<file path="src/rtl/nibble_add_seq.sv">
// nibble_add_seq: nibble-serial adder.
//
// One 4-bit gate-level ripple-carry adder (rca) is reused once per cycle.
// Operands are added one nibble at a time, least significant nibble first,
// so an operation takes NIBBLES cycles in RUN plus one cycle in DONE.
//
// Optional feature: define macro SUB_EN to add the 'sub' port. With sub=1
// at acceptance the block computes a - b, and c_out=1 then means no borrow.
//
// Ports (nibble_add_seq):
//   clk    in   1          rising-edge clock
//   rst    in   1          synchronous, active-high reset
//   start  in   1          begin an operation (accepted in IDLE or DONE only)
//   a, b   in   4*NIBBLES  operands
//   c_in   in   1          carry into the least significant nibble
//   sub    in   1          subtract select (only with SUB_EN)
//   busy   out  1          high during the NIBBLES RUN cycles
//   done   out  1          one-cycle pulse when sum/c_out are fresh
//   sum    out  4*NIBBLES  registered result
//   c_out  out  1          registered carry out of the top nibble
//
// Ports (rca): a, b (4 bits), c_in -> sum (4 bits), c_out.

module rca (
  input  logic [3:0] a,
  input  logic [3:0] b,
  input  logic       c_in,
  output logic [3:0] sum,
  output logic       c_out
);

  wire [4:0] c;
  wire [3:0] p;
  wire [3:0] g;
  wire [3:0] t;

  assign c[0] = c_in;

  // Classic full-adder cells built from primitives: propagate, generate,
  // and the carry chained from cell to cell.
  for (genvar i = 0; i < 4; i++) begin : g_fa
    xor x_p (p[i], a[i], b[i]);
    xor x_s (sum[i], p[i], c[i]);
    and a_g (g[i], a[i], b[i]);
    and a_t (t[i], p[i], c[i]);
    or  o_c (c[i+1], g[i], t[i]);
  end

  assign c_out = c[4];

endmodule

module nibble_add_seq #(
  parameter int NIBBLES = 4
) (
  input  logic                   clk,
  input  logic                   rst,
  input  logic                   start,
  input  logic [4*NIBBLES-1:0]   a,
  input  logic [4*NIBBLES-1:0]   b,
  input  logic                   c_in,
`ifdef SUB_EN
  input  logic                   sub,
`endif
  output logic                   busy,
  output logic                   done,
  output logic [4*NIBBLES-1:0]   sum,
  output logic                   c_out
);

  localparam int W     = 4 * NIBBLES;
  localparam int IDX_W = $clog2(NIBBLES);

  typedef enum logic [1:0] {IDLE, RUN, DONE} state_t;

  state_t           state;
  logic [IDX_W-1:0] idx;
  logic             carry;
  logic [W-1:0]     a_r;
  logic [W-1:0]     b_r;
  logic [W-5:0]     acc;
  logic [W-1:0]     b_load;
  logic             carry_load;
  logic [3:0]       nib_sum;
  logic             nib_cout;
  logic [W-1:0]     result;

  // Subtraction is a + ~b + 1, so the inversion and the forced carry are
  // applied once when the operands are latched.
`ifdef SUB_EN
  assign b_load     = sub ? ~b : b;
  assign carry_load = sub ? 1'b1 : c_in;
`else
  assign b_load     = b;
  assign carry_load = c_in;
`endif

  // The operand registers shift right each RUN cycle, so the rca always
  // sees the current nibble in bits [3:0].
  rca u_rca (
    .a     (a_r[3:0]),
    .b     (b_r[3:0]),
    .c_in  (carry),
    .sum   (nib_sum),
    .c_out (nib_cout)
  );

  // acc collects finished nibbles from the top down; after the last nibble
  // the rca output plus acc is the complete result.
  assign result = {nib_sum, acc};

  always_ff @(posedge clk) begin
    if (rst) begin
      state <= IDLE;
      idx   <= '0;
      carry <= 1'b0;
      a_r   <= '0;
      b_r   <= '0;
      acc   <= '0;
      sum   <= '0;
      c_out <= 1'b0;
      busy  <= 1'b0;
      done  <= 1'b0;
    end else begin
      done <= 1'b0;
      case (state)
        IDLE, DONE: begin
          if (start) begin
            state <= RUN;
            a_r   <= a;
            b_r   <= b_load;
            carry <= carry_load;
            idx   <= '0;
            busy  <= 1'b1;
          end else begin
            state <= IDLE;
          end
        end
        RUN: begin
          a_r   <= {4'b0000, a_r[W-1:4]};
          b_r   <= {4'b0000, b_r[W-1:4]};
          carry <= nib_cout;
          acc   <= result[W-1:4];
          // idx only counts cycles; it never touches the data path.
          idx   <= idx + 1'b1;
          if (idx == IDX_W'(NIBBLES - 1)) begin
            state <= DONE;
            sum   <= result;
            c_out <= nib_cout;
            done  <= 1'b1;
            busy  <= 1'b0;
          end
        end
        default: state <= IDLE;
      endcase
    end
  end

endmodule

</file>
<file path="config.mk">
export PLATFORM = sky130hd
export DESIGN_NAME = nibble_add_seq
export DESIGN_NICKNAME = d
export VERILOG_FILES = /design/src/rtl/nibble_add_seq.sv
export SDC_FILE = /design/constraint.sdc
export NUM_CORES = 1
export LEC_CHECK = 0
export BUFFER_PORTS_ARGS = -buffer_cell sky130_fd_sc_hd__clkbuf_2
export CORE_MARGIN = 10
export CORE_UTILIZATION = 45
export DETAILED_ROUTE_END_ITERATION = 10
export MAX_ROUTING_LAYER = met4
export PLACE_DENSITY = 0.7
export SYNTH_ARGS = -nofsm -noshare
export SYNTH_HDL_FRONTEND = slang
export SYNTH_HIERARCHICAL = 1
export SYNTH_SLANG_ARGS = --single-unit
export TNS_END_PERCENT = 100
</file>
<file path="constraint.sdc">
create_clock -name clk -period 2.2 [get_ports clk]
set_clock_uncertainty 0.05 [all_clocks]
set_input_delay 0.11 -clock clk [delete_from_list [all_inputs] [get_ports clk]]
set_output_delay 0.11 -clock clk [all_outputs]
set_load 0.01 [all_outputs]
</file>
==> impl_results.md, run 1 <==
- Critical hold path startpoint: b[5]
- Fin. Hold Viols: 0
- M1 WL: 2880 um
- DR WL met3: 345 um
- Max incr delay on CP: 0.39 ns
- Leakage power: 1.30 nW
- Dpl ws: roughly 0.026 ns
- Crit-path max FO: 2
- Initial antenna violation count: 0
- CP Data Arrival Time: 2.33 ns
- Status: complete, no violations
- Crit-path cells: inv_2, fa_1, inv_1, fa_2, fa_2, inv_2, fa_1, inv_1, nand2_1, a21oi_1
- Via density: 5.14
- Initial DRC count: 107
- Clock Path Buffers: 2
- WHS: 0.0110 ns
- CP top delay family: adder cells
- RSZ-0062 raised after global routing: yes
- Buf+Inv Stages, Crit Path: 4
- Gp weighted congestion: 0.733
- Slowest cell on the critical path: fa_1
- CTS tree: yes
- Global-route wire length before repair: 10400 um
- Clock slew at reported path FFs: 0.07 ns
- Synth Flop Type: dfxtp_1
- Top-area cell type share of the netlist area: 51.7%
- Data required time of the critical path: approximately 2.4 ns
- Layout Nets: 417
- Top-count cell post-synth: dfxtp_1
- Die W: 96.5 um
- Vias in the first global route: 2292
- Overflow after GRT: 0
- Max transition margin: 52.4%
- Initial DRT Pass Iterations: 4
- Pin count of the biggest net entering global routing: 69
- Hold endpoint: b_r[5]
- Synth top area cells: dfxtp_1, nand2_1, nor3_1
- Crit Reg-Reg Startpoint: b_r[0]
- Via Count: 2330
- Total Routing Usage GR: 14.7%
- Die ar.: just over 9000 um^2
- Tmin final: 2.11 ns
- Syn nets: 357
- # setup viols final: 0
- Post-CTS Setup Bufs: 0
- Synth Register Bits: about 70
- CTS Buf Count: 9
- Synth Area per Inst: ~8.3 um^2
- Commonest cells post-synth: dfxtp_1, nand2_1, nor3_1, a21oi_1, o22ai_1
- Worst skew pair latency: 0.34 ns
- I/O Buffers: 54
- Initial Util: 46.9%
- Area leader, netlist: dfxtp_1
- Crit Path Class: reg -> reg
- Remaining routing DRC violations: 0
- Worst setup SP type: register
- Max Used Layer: met4
- Share of layout cells above drive strength 1: 22.6%
- Antenna diodes: 0
- Worst Hold Depth: 3
- Post-synth ARST share: 0%
- Met2 WL: 2860 um
- I/O pin cnt: between 50 and 60
- Area delta synth->final: 24.5%
- Max cap viols: 0
- Power, Total: 2.72 mW
- Post-synth EDFFs: 0
- Worst-Margin Slew: 0.714 ns
- R2R Setup Slk: 0.09 ns
- H-Tree Depth: 3
- Core ar.: 5610 um^2
- Reg2Reg Depth: 10
- Mapped Cells: about 320
- Reg2reg end: sum[15]
- Root buf cell: clkbuf_8
- Setup WS post-layout: ~0.095 ns
- CTS Sinks: 68
- Distinct cell type count after synthesis: 21
- Final ANT Viol Nets: 0
- Synth warn: 6
- PD cells: 830 nW/um^2
- Detail Placement HPWL: 4100 um
- Max Clock Freq: 0.475 GHz
- # rows: 27
- Placed Area: 2910 um^2
- Die H: 96.5 um
- Sequential area share after synthesis: 51.7%
- Crit share post-route: 95.7%
- WL final: 6180 um
- Synth Cell Area: 2630 um^2
- Worst setup EP type: register
- Finished Cell Area: 3280 um^2
- Slew Viols, Final: 0
- Tightest Hold Check Type: in -> reg
- Wire length per cell: 13.6 um
- Peak supply drop: 468 uV
[layout make-up]
cell class              instances  area (um^2)
fillers                       541         2330
flip-flops and latches         68         1370
multi-input cells             209         1080
repair buffers                 78          503
clock buffers                  12          155
well taps                      72         90.1
clock inverters                 4         47.5
inverters                      10         37.5
[metal layers]
layer,GRT usage (%),up-vias
met2,22.8,53
met3,6.25,9
met4,5.21,0
li1,-,1193
met1,16.6,1075
met5,-,-
[through the flow]
| stage | util, % | setup TNS (ns) | cells |
|---|---|---|---|
| after floorplan | - | 0 | 316 |
| after global placement | 51.8 | 0 | 421 |
| after detailed placement | 51.8 | 0 | 421 |
| after CTS | 58.1 | 0 | 452 |
| after global routing | 58.5 | -0.00300 | 453 |
| final | 58.5 | 0 | 453 |
[kinds of logic after synthesis]
family / after synthesis / synth area share (%)
AO/OA/AOI/OAI: 66 / 13.8
adder cells (fa/ha/maj): 5 / 3.52
buffers and inverters: 39 / 7.56
flip-flops: 68 / 51.7
AND/OR/NAND/NOR: 138 / 23.4
[worst register-to-register path: cells and delay by family (launching register included)]
kind | cells | cell delay, ns
buffers and inverters | 4 | 0.24
adders and majority gates | 4 | 1.22
AOI/OAI and AO/OA | 1 | 0.14
DFF | 1 | 0.33
and+or+nand+nor | 1 | 0.05
[power breakdown]
part / switching (mW) / internal (mW) / total (mW)
Clock: 0.454 / 0.582 / 1.04
Combinational: 0.187 / 0.153 / 0.340
Sequential: 0.0429 / 1.30 / 1.35
[sequential cells by signal, indices dropped and copies added (netlist names)]
register,count
busy,1
b_r,16
idx,2
carry,1
acc,12
state,2
c_out,1
a_r,16
done,1
sum,16
[worst max path at each step]
stage / endpoint / cells after the start / startpoint / slack (ns)
6_report: sum[15] / 10 / b_r[0] / 0.09
3_5_place_dp: sum[15] / 10 / b_r[0] / 0.03
5_1_grt: sum[15] / 10 / b_r[0] / -0.003
3_3_place_gp: sum[15] / 10 / a_r[0] / 0.04
4_1_cts: sum[15] / 10 / b_r[0] / 0.007
2_1_floorplan: acc[11] / 10 / a_r[0] / 0.13
[cell usage in the layout (no fill, tap or decap), drive strengths merged]
cell and count:
dfxtp 68, nand2 67, clkbuf 66, nor3 50, a21oi 40, o22ai 25
dlygate4sd3 16, nand3 10, inv 10, buf 8, nor2 4, fa 4
nand2b 3, clkinv 2, and2b 1, nor2b 1, and3b 1, nand3b 1
o21a 1, ha 1, clkinvlp 1, bufinv 1
[what timing repair did]
action,4_1_cts,5_1_grt
hold buffers,15,1
setup endpoints to repair,0,3
endpoints found under the hold margin,15,1
resized for setup,0,8
(Power assumes the default switching activity.)
==> run 2: changes to the inputs <==
ABC_AREA = 1   (was default)
PLACE_DENSITY = 0.69   (was 0.7)
==> impl_results.md, run 2 <==
- # rows: 30 (+11%)
- Remaining routing DRC violations: 0 (unchanged)
- Critical hold path startpoint: rst
- Die ar.: 10700 um^2 (+15%)
- Syn nets: 478 (+34%)
- Worst-Margin Slew: 0.637 ns (-0.0776 ns)
- RSZ-0062 raised after global routing: yes
- # setup viols final: 0 (unchanged)
- Status: complete, no violations
- Tightest Hold Check Type: in -> reg
- Mapped Cells: 437 (+38%)
- CP Data Arrival Time: 2.39 ns (+0.06 ns)
- Via Count: 2885 (+24%)
- Post-synth EDFFs: 0 (unchanged)
- I/O Buffers: 54 (unchanged)
- Max transition margin: 57.6% (+5.2 points)
- WL final: 7550 um (+22%)
- Share of layout cells above drive strength 1: 18.3% (-4.3 points)
- Fin. Hold Viols: 0 (unchanged)
- Hold endpoint: sum[8]
- CTS tree: yes
- Max cap viols: 0 (unchanged)
- CTS Sinks: 68 (unchanged)
- Most common cell after layout, fill and taps aside: nand2_1
- Overflow after GRT: 0 (unchanged)
- Finished Cell Area: 3880 um^2 (+18%)
- Worst setup SP type: register
- Placed Area: 3370 um^2 (+16%)
- Most frequent cells in the layout: nand2_1, nand3_1, nor2_1, dfxtp_1, inv_1
- Worst skew pair latency: 0.35 ns (about the same)
- Pin count of the biggest net entering global routing: 64 (-7.2%)
- Detail Placement HPWL: 4720 um (+15%)
- Initial DRC count: 170 (+59%)
- Core ar.: 6790 um^2 (+21%)
- Vias in the first global route: 2766 (+21%)
- Global-route wire length before repair: 12700 um (+22%)
- Root buf cell: clkbuf_8
- Initial DRT Pass Iterations: 5 (+1)
- Tmin final: 2.15 ns (+0.0486 ns)
- Synth Register Bits: 68 (unchanged)
- Reg2reg end: acc[11]
- Area delta synth->final: 23.2%
- Die H: 104 um (+7.4%)
- Worst Hold Depth: 3 (unchanged)
- Crit-path max FO: 2 (unchanged)
- Seq pwr share: 50.3% (+0.8 points)
- Synth Area per Inst: 7.20 um^2 (-14%)
- Crit Reg-Reg Startpoint: carry
- Synth Flop Type: dfxtp_1
- Setup TNS: 0 ns (unchanged)
- Slew Viols, Final: 0 (unchanged)
- Clock Path Buffers: 2 (unchanged)
- I/O pin cnt: 55 (unchanged)
- Reg2Reg Depth: 10 (unchanged)
- Int Pwr: 1.91 mW (-6.4%)
- P_sw: 0.790 mW (+16%)
- Total Routing Usage GR: 14.4% (-0.32 points)
- Distinct cell type count after synthesis: 23 (+9.5%)
- Final ANT Viol Nets: 0 (unchanged)
- Comb power frac: 17.7% (+5.2 points)
- Power, Total: 2.70 mW (-0.88%)
- Synth Cell Area: 3150 um^2 (+19%)
- Via density: 4.71 (-8.3%)
- Wire length per cell: 12.3 um (-9.6%)
- Die W: 104 um (+7.4%)
- Top-count cell post-synth: nand2_1
- Switching Share: 29.3% (+4.2 points)
- Top-area cell type share of the netlist area: 43.3% (-8.4 points)
- CTS Buf Count: 9 (unchanged)
- Initial Util: 46.3% (-0.64 points)
- Crit share post-route: 97.9% (+2.2 points)
- Sequential area share after synthesis: 43.3% (-8.4 points)
- Post-synth ARST share: 0% (unchanged)
- Biggest regs: a_r x16, b_r x16, sum x16
- Initial antenna violation count: 1 (+1)
- Commonest cells post-synth: nand2_1, dfxtp_1, nand3_1, inv_1, nor2_1
- PD cells: 696 nW/um^2 (-16%)
- Leakage power: 1.89 nW (+45%)
- Layout Nets: 552 (+32%)
- Synth warn: 6 (unchanged)
- Crit Path Class: reg -> reg
- Clk pwr share: 32.1% (-5.9 points)
- Area leader, netlist: dfxtp_1
- Gp weighted congestion: 0.765 (+4.4%)
- Max Clock Freq: 0.464 GHz (-2.3%)
- Peak supply drop: 362 uV (-23%)
- Data required time of the critical path: 2.43 ns (about the same)
- H-Tree Depth: 3 (unchanged)
- R2R Setup Slk: 0.05 ns (-0.05 ns)
- Worst setup EP type: register
- Synth top area cells: dfxtp_1, nand3_1, nand2_1
- Clock slew at reported path FFs: 0.08 ns (about the same)
==> run 2: cell families after synthesis <==
logic type | count (synthesis) | synth area share [%]
simple gates | 223 | 31.8
buf+inv | 97 | 14.9
flops | 68 | 43.3
compound gates | 44 | 7.12
fa+ha+maj | 5 | 2.94
==> run 2: power by group through the flow <==
stage | Sequential, mW | Combinational (mW) | Clock (mW)
finish | 1.36 | 0.477 | 0.866
global route | 1.36 | 0.545 | 0.954
CTS | 1.35 | 0.468 | 0.874
detailed placement | 1.38 | 0.419 | 0
global placement | 1.38 | 0.408 | 0
floorplan | 1.37 | 0.345 | 0
==> run 2: routing by layer <==
metal / part of all wire, % / GRT usage [%]
met5: 0 / -
met3: 4.4 / 4.03
met4: 2.2 / 6.55
met1: 45 / 16.7
met2: 48 / 22.5
==> run 2: worst max-delay path: stages (launching register included) <==
cell,delay (ns)
dfxtp_2,0.33
inv_2,0.05
fa_2,0.19
inv_2,0.04
fa_2,0.35
fa_2,0.34
inv_2,0.07
fa_2,0.43
inv_2,0.07
o21ai_2,0.05
a21oi_2,0.12
==> run 2: worst max path at each step <==
stage,endpoint,from,slack [ns]
after floorplan,acc[11],a_r[0],0.12
after global placement,acc[11],a_r[0],0.04
after detailed placement,acc[11],b_r[0],-0.03
after CTS,acc[11],a_r[0],0.01
after global routing,carry,a_r[0],-0.02
final,acc[11],carry,0.05
==> run 2: final cells by class <==
cell class / count / area, um^2
flip-flops and latches: 68 / 1360
clock inverters: 6 / 32.5
repair buffers: 90 / 636
fillers: 673 / 2920
well taps: 96 / 120
multi-input cells: 272 / 1330
diodes: 1 / 2.50
clock buffers: 9 / 124
inverters: 70 / 268
==> run 2: what timing repair did <==
item / in CTS / in global routing
gates resized for setup: 2 / 11
hold endpoints to repair: 33 / 0
setup buffers: 0 / 0
hold buffers: 33 / 0
pin swaps: 0 / 4
setup endpoints to repair: 1 / 2
==> run 2: through the flow <==
step / hold WS (ns) / setup slack [ns] / instances / utilization [%]
after floorplan: 0.195 / 0.121 / 437 / -
after global placement: 0.282 / 0.0375 / 563 / 49.6
after detailed placement: 0.287 / -0.0345 / 563 / 49.6
after CTS: 0.148 / 0.0129 / 611 / 56.8
after global routing: 0.178 / -0.0229 / 612 / 57.1
final: 0.140 / 0.0459 / 612 / 57.1
==> run 3: changes to the inputs <==
==> constraint.sdc (replaced) <==
create_clock -name clk -period 1.8 [get_ports clk]
set_clock_uncertainty 0.05 [all_clocks]
set_input_delay 0.36 -clock clk [delete_from_list [all_inputs] [get_ports clk]]
set_output_delay 0.36 -clock clk [all_outputs]
set_load 0.01 [all_outputs]
==> impl_results.md, run 3 (same netlist as run 2, synthesis figures left out) <==
- Biggest regs: a_r x16, b_r x16, sum x16
- Data required time of the critical path: 2.04 ns (-0.39 ns)
- Peak supply drop: 440 uV (+22%)
- I/O pin cnt: 55 (unchanged)
- Max transition margin: 78.4% (+21 points)
- Via Count: 2735 (-5.2%)
- Most frequent cells in the layout: nand2_1, nor2_1, nand3_1, dfxtp_1, inv_1
- CTS tree: yes
- Initial Util: 46.3% (unchanged)
- Clock Path Buffers: 2 (unchanged)
- Dpl ws: -0.318 ns (-0.283 ns)
- Crit share post-route: 117% (+19 points)
- Root buf cell: clkbuf_8
- Most common cell after layout, fill and taps aside: nand2_1
- Clock slew at reported path FFs: 0.08 ns (about the same)
- Layout Nets: 527 (-4.5%)
- Crit-path max FO: 2 (unchanged)
- Die W: 104 um (unchanged)
- Wire length per cell: 12.0 um (-2.5%)
- Initial antenna violation count: 0 (-1)
- Crit Path Class: reg -> reg
- Initial DRT Pass Iterations: 4 (-1)
- Tmin final: 2.10 ns (-0.0550 ns)
- Final ANT Viol Nets: 0 (unchanged)
- Pin count of the biggest net entering global routing: 32 (-50%)
- I/O Buffers: 54 (unchanged)
- Status: finished with violations
- Setup WS post-layout: -0.299 ns (-0.345 ns)
- Slew Viols, Final: 0 (unchanged)
- CP Data Arrival Time: 2.34 ns (-0.05 ns)
- Remaining routing DRC violations: 0 (unchanged)
- WL final: 7060 um (-6.5%)
- Antenna diodes: 0 (-1)
- Failing checks: setup timing
- # setup viols final: 6 (+6)
- Global-route wire length before repair: 12400 um (-1.9%)
- Post-layout util: 54.4% (-2.6 points)
- Worst skew pair latency: 0.35 ns (about the same)
- Area delta synth->final: 17.6%
- CTS hold repair buffers: 0 (-100%)
- Fillers: 664 (-1.3%)
- CTS Sinks: 68 (unchanged)
- Worst setup EP type: register
- RSZ-0062 raised after global routing: yes
- Total Routing Usage GR: 13.9% (-0.42 points)
- Gp weighted congestion: 0.820 (+7.1%)
- Vias in the first global route: 2751 (-0.54%)
- PD cells: 980 nW/um^2 (+41%)
- Post-CTS Setup Bufs: 0 (unchanged)
- Worst-Margin Slew: 0.323 ns (-0.313 ns)
- Detail Placement HPWL: 4840 um (+2.5%)
- # rows: 30 (unchanged)
- Worst setup SP type: register
- Die H: 104 um (unchanged)
- CTS Buf Count: 9 (unchanged)
- Max cap viols: 0 (unchanged)
- Max Clock Freq: 0.476 GHz (+2.6%)
- Die ar.: 10700 um^2 (unchanged)
- Core ar.: 6790 um^2 (unchanged)
- Tightest Hold Check Type: in -> reg
- Fin. Hold Viols: 0 (unchanged)
- Via density: 4.66 (-1.2%)
- Leakage power: 1.83 nW (-3.5%)
- Share of layout cells above drive strength 1: 22.0% (+3.7 points)
- H-Tree Depth: 3 (unchanged)
- Overflow after GRT: 0 (unchanged)
- Initial DRC count: 167 (-1.8%)
run 3: stage by stage:
step	hold WS (ns)	power, mW	TNS [ns]	cell area, um^2	std cells
2_1_floorplan	0.378	2.10	-0.531	3150	437
3_5_place_dp	0.403	2.23	-1.23	3450	571
5_1_grt	0.192	3.82	-1.49	3700	587
4_1_cts	0.168	3.66	-1.18	3690	587
3_3_place_gp	0.394	2.21	-0.851	3450	571
6_report	0.183	3.63	-1.03	3700	587
run 3: path summary, 6_finish.rpt:
path                            startpoint  endpoint  slack (ns)  depth (start not counted)
worst max register to register       carry   acc[11]       -0.30                         10
worst min-delay path                  a[3]    a_r[3]        0.18                          3
worst max-delay path                 carry   acc[11]       -0.30                         10
worst min register to register      sum[6]    sum[6]        0.41                          2
run 3: layout make-up:
| class | count | area [um^2] | share of cell area [%] |
|---|---|---|---|
| timing repair buffer | 65 | 382 | 10.3 |
| sequential | 68 | 1360 | 36.9 |
| inverter | 70 | 268 | 7.24 |
| clock inverter | 7 | 98.8 | 2.67 |
| multi-input combinational | 272 | 1340 | 36.3 |
| clock buffer | 9 | 124 | 3.35 |
| tap | 96 | 120 | 3.25 |
run 3: worst max-delay path, stage by stage (launching register included):
cell and delay, ns:
dfxtp_2 0.33, inv_2 0.06, fa_2 0.19, inv_2 0.04, fa_2 0.33, fa_2 0.34
inv_2 0.06, fa_2 0.42, inv_2 0.07, o21ai_2 0.05, a21oi_2 0.09
run 3: timing repair:
item / CTS / global route
gates resized for setup: 7 / 8
pin swaps: 1 / 2
setup endpoints to repair: 6 / 6
run 3: metal layers:
metal | vias up | share of wire (%) | track usage (%)
met5 | - | 0 | -
met4 | 0 | 1.7 | 6.75
li1 | 1456 | - | -
met2 | 59 | 45 | 20.9
met3 | 10 | 4.2 | 3.28
met1 | 1210 | 49 | 17.1
run 3: power breakdown:
group	total (mW)	internal, mW	switching, mW	leakage (nW)
clock	1.42	0.789	0.631	0.110
sequential	1.66	1.61	0.0492	0.558
combinational	0.549	0.222	0.326	1.16
total	3.63	2.62	1.01	1.83
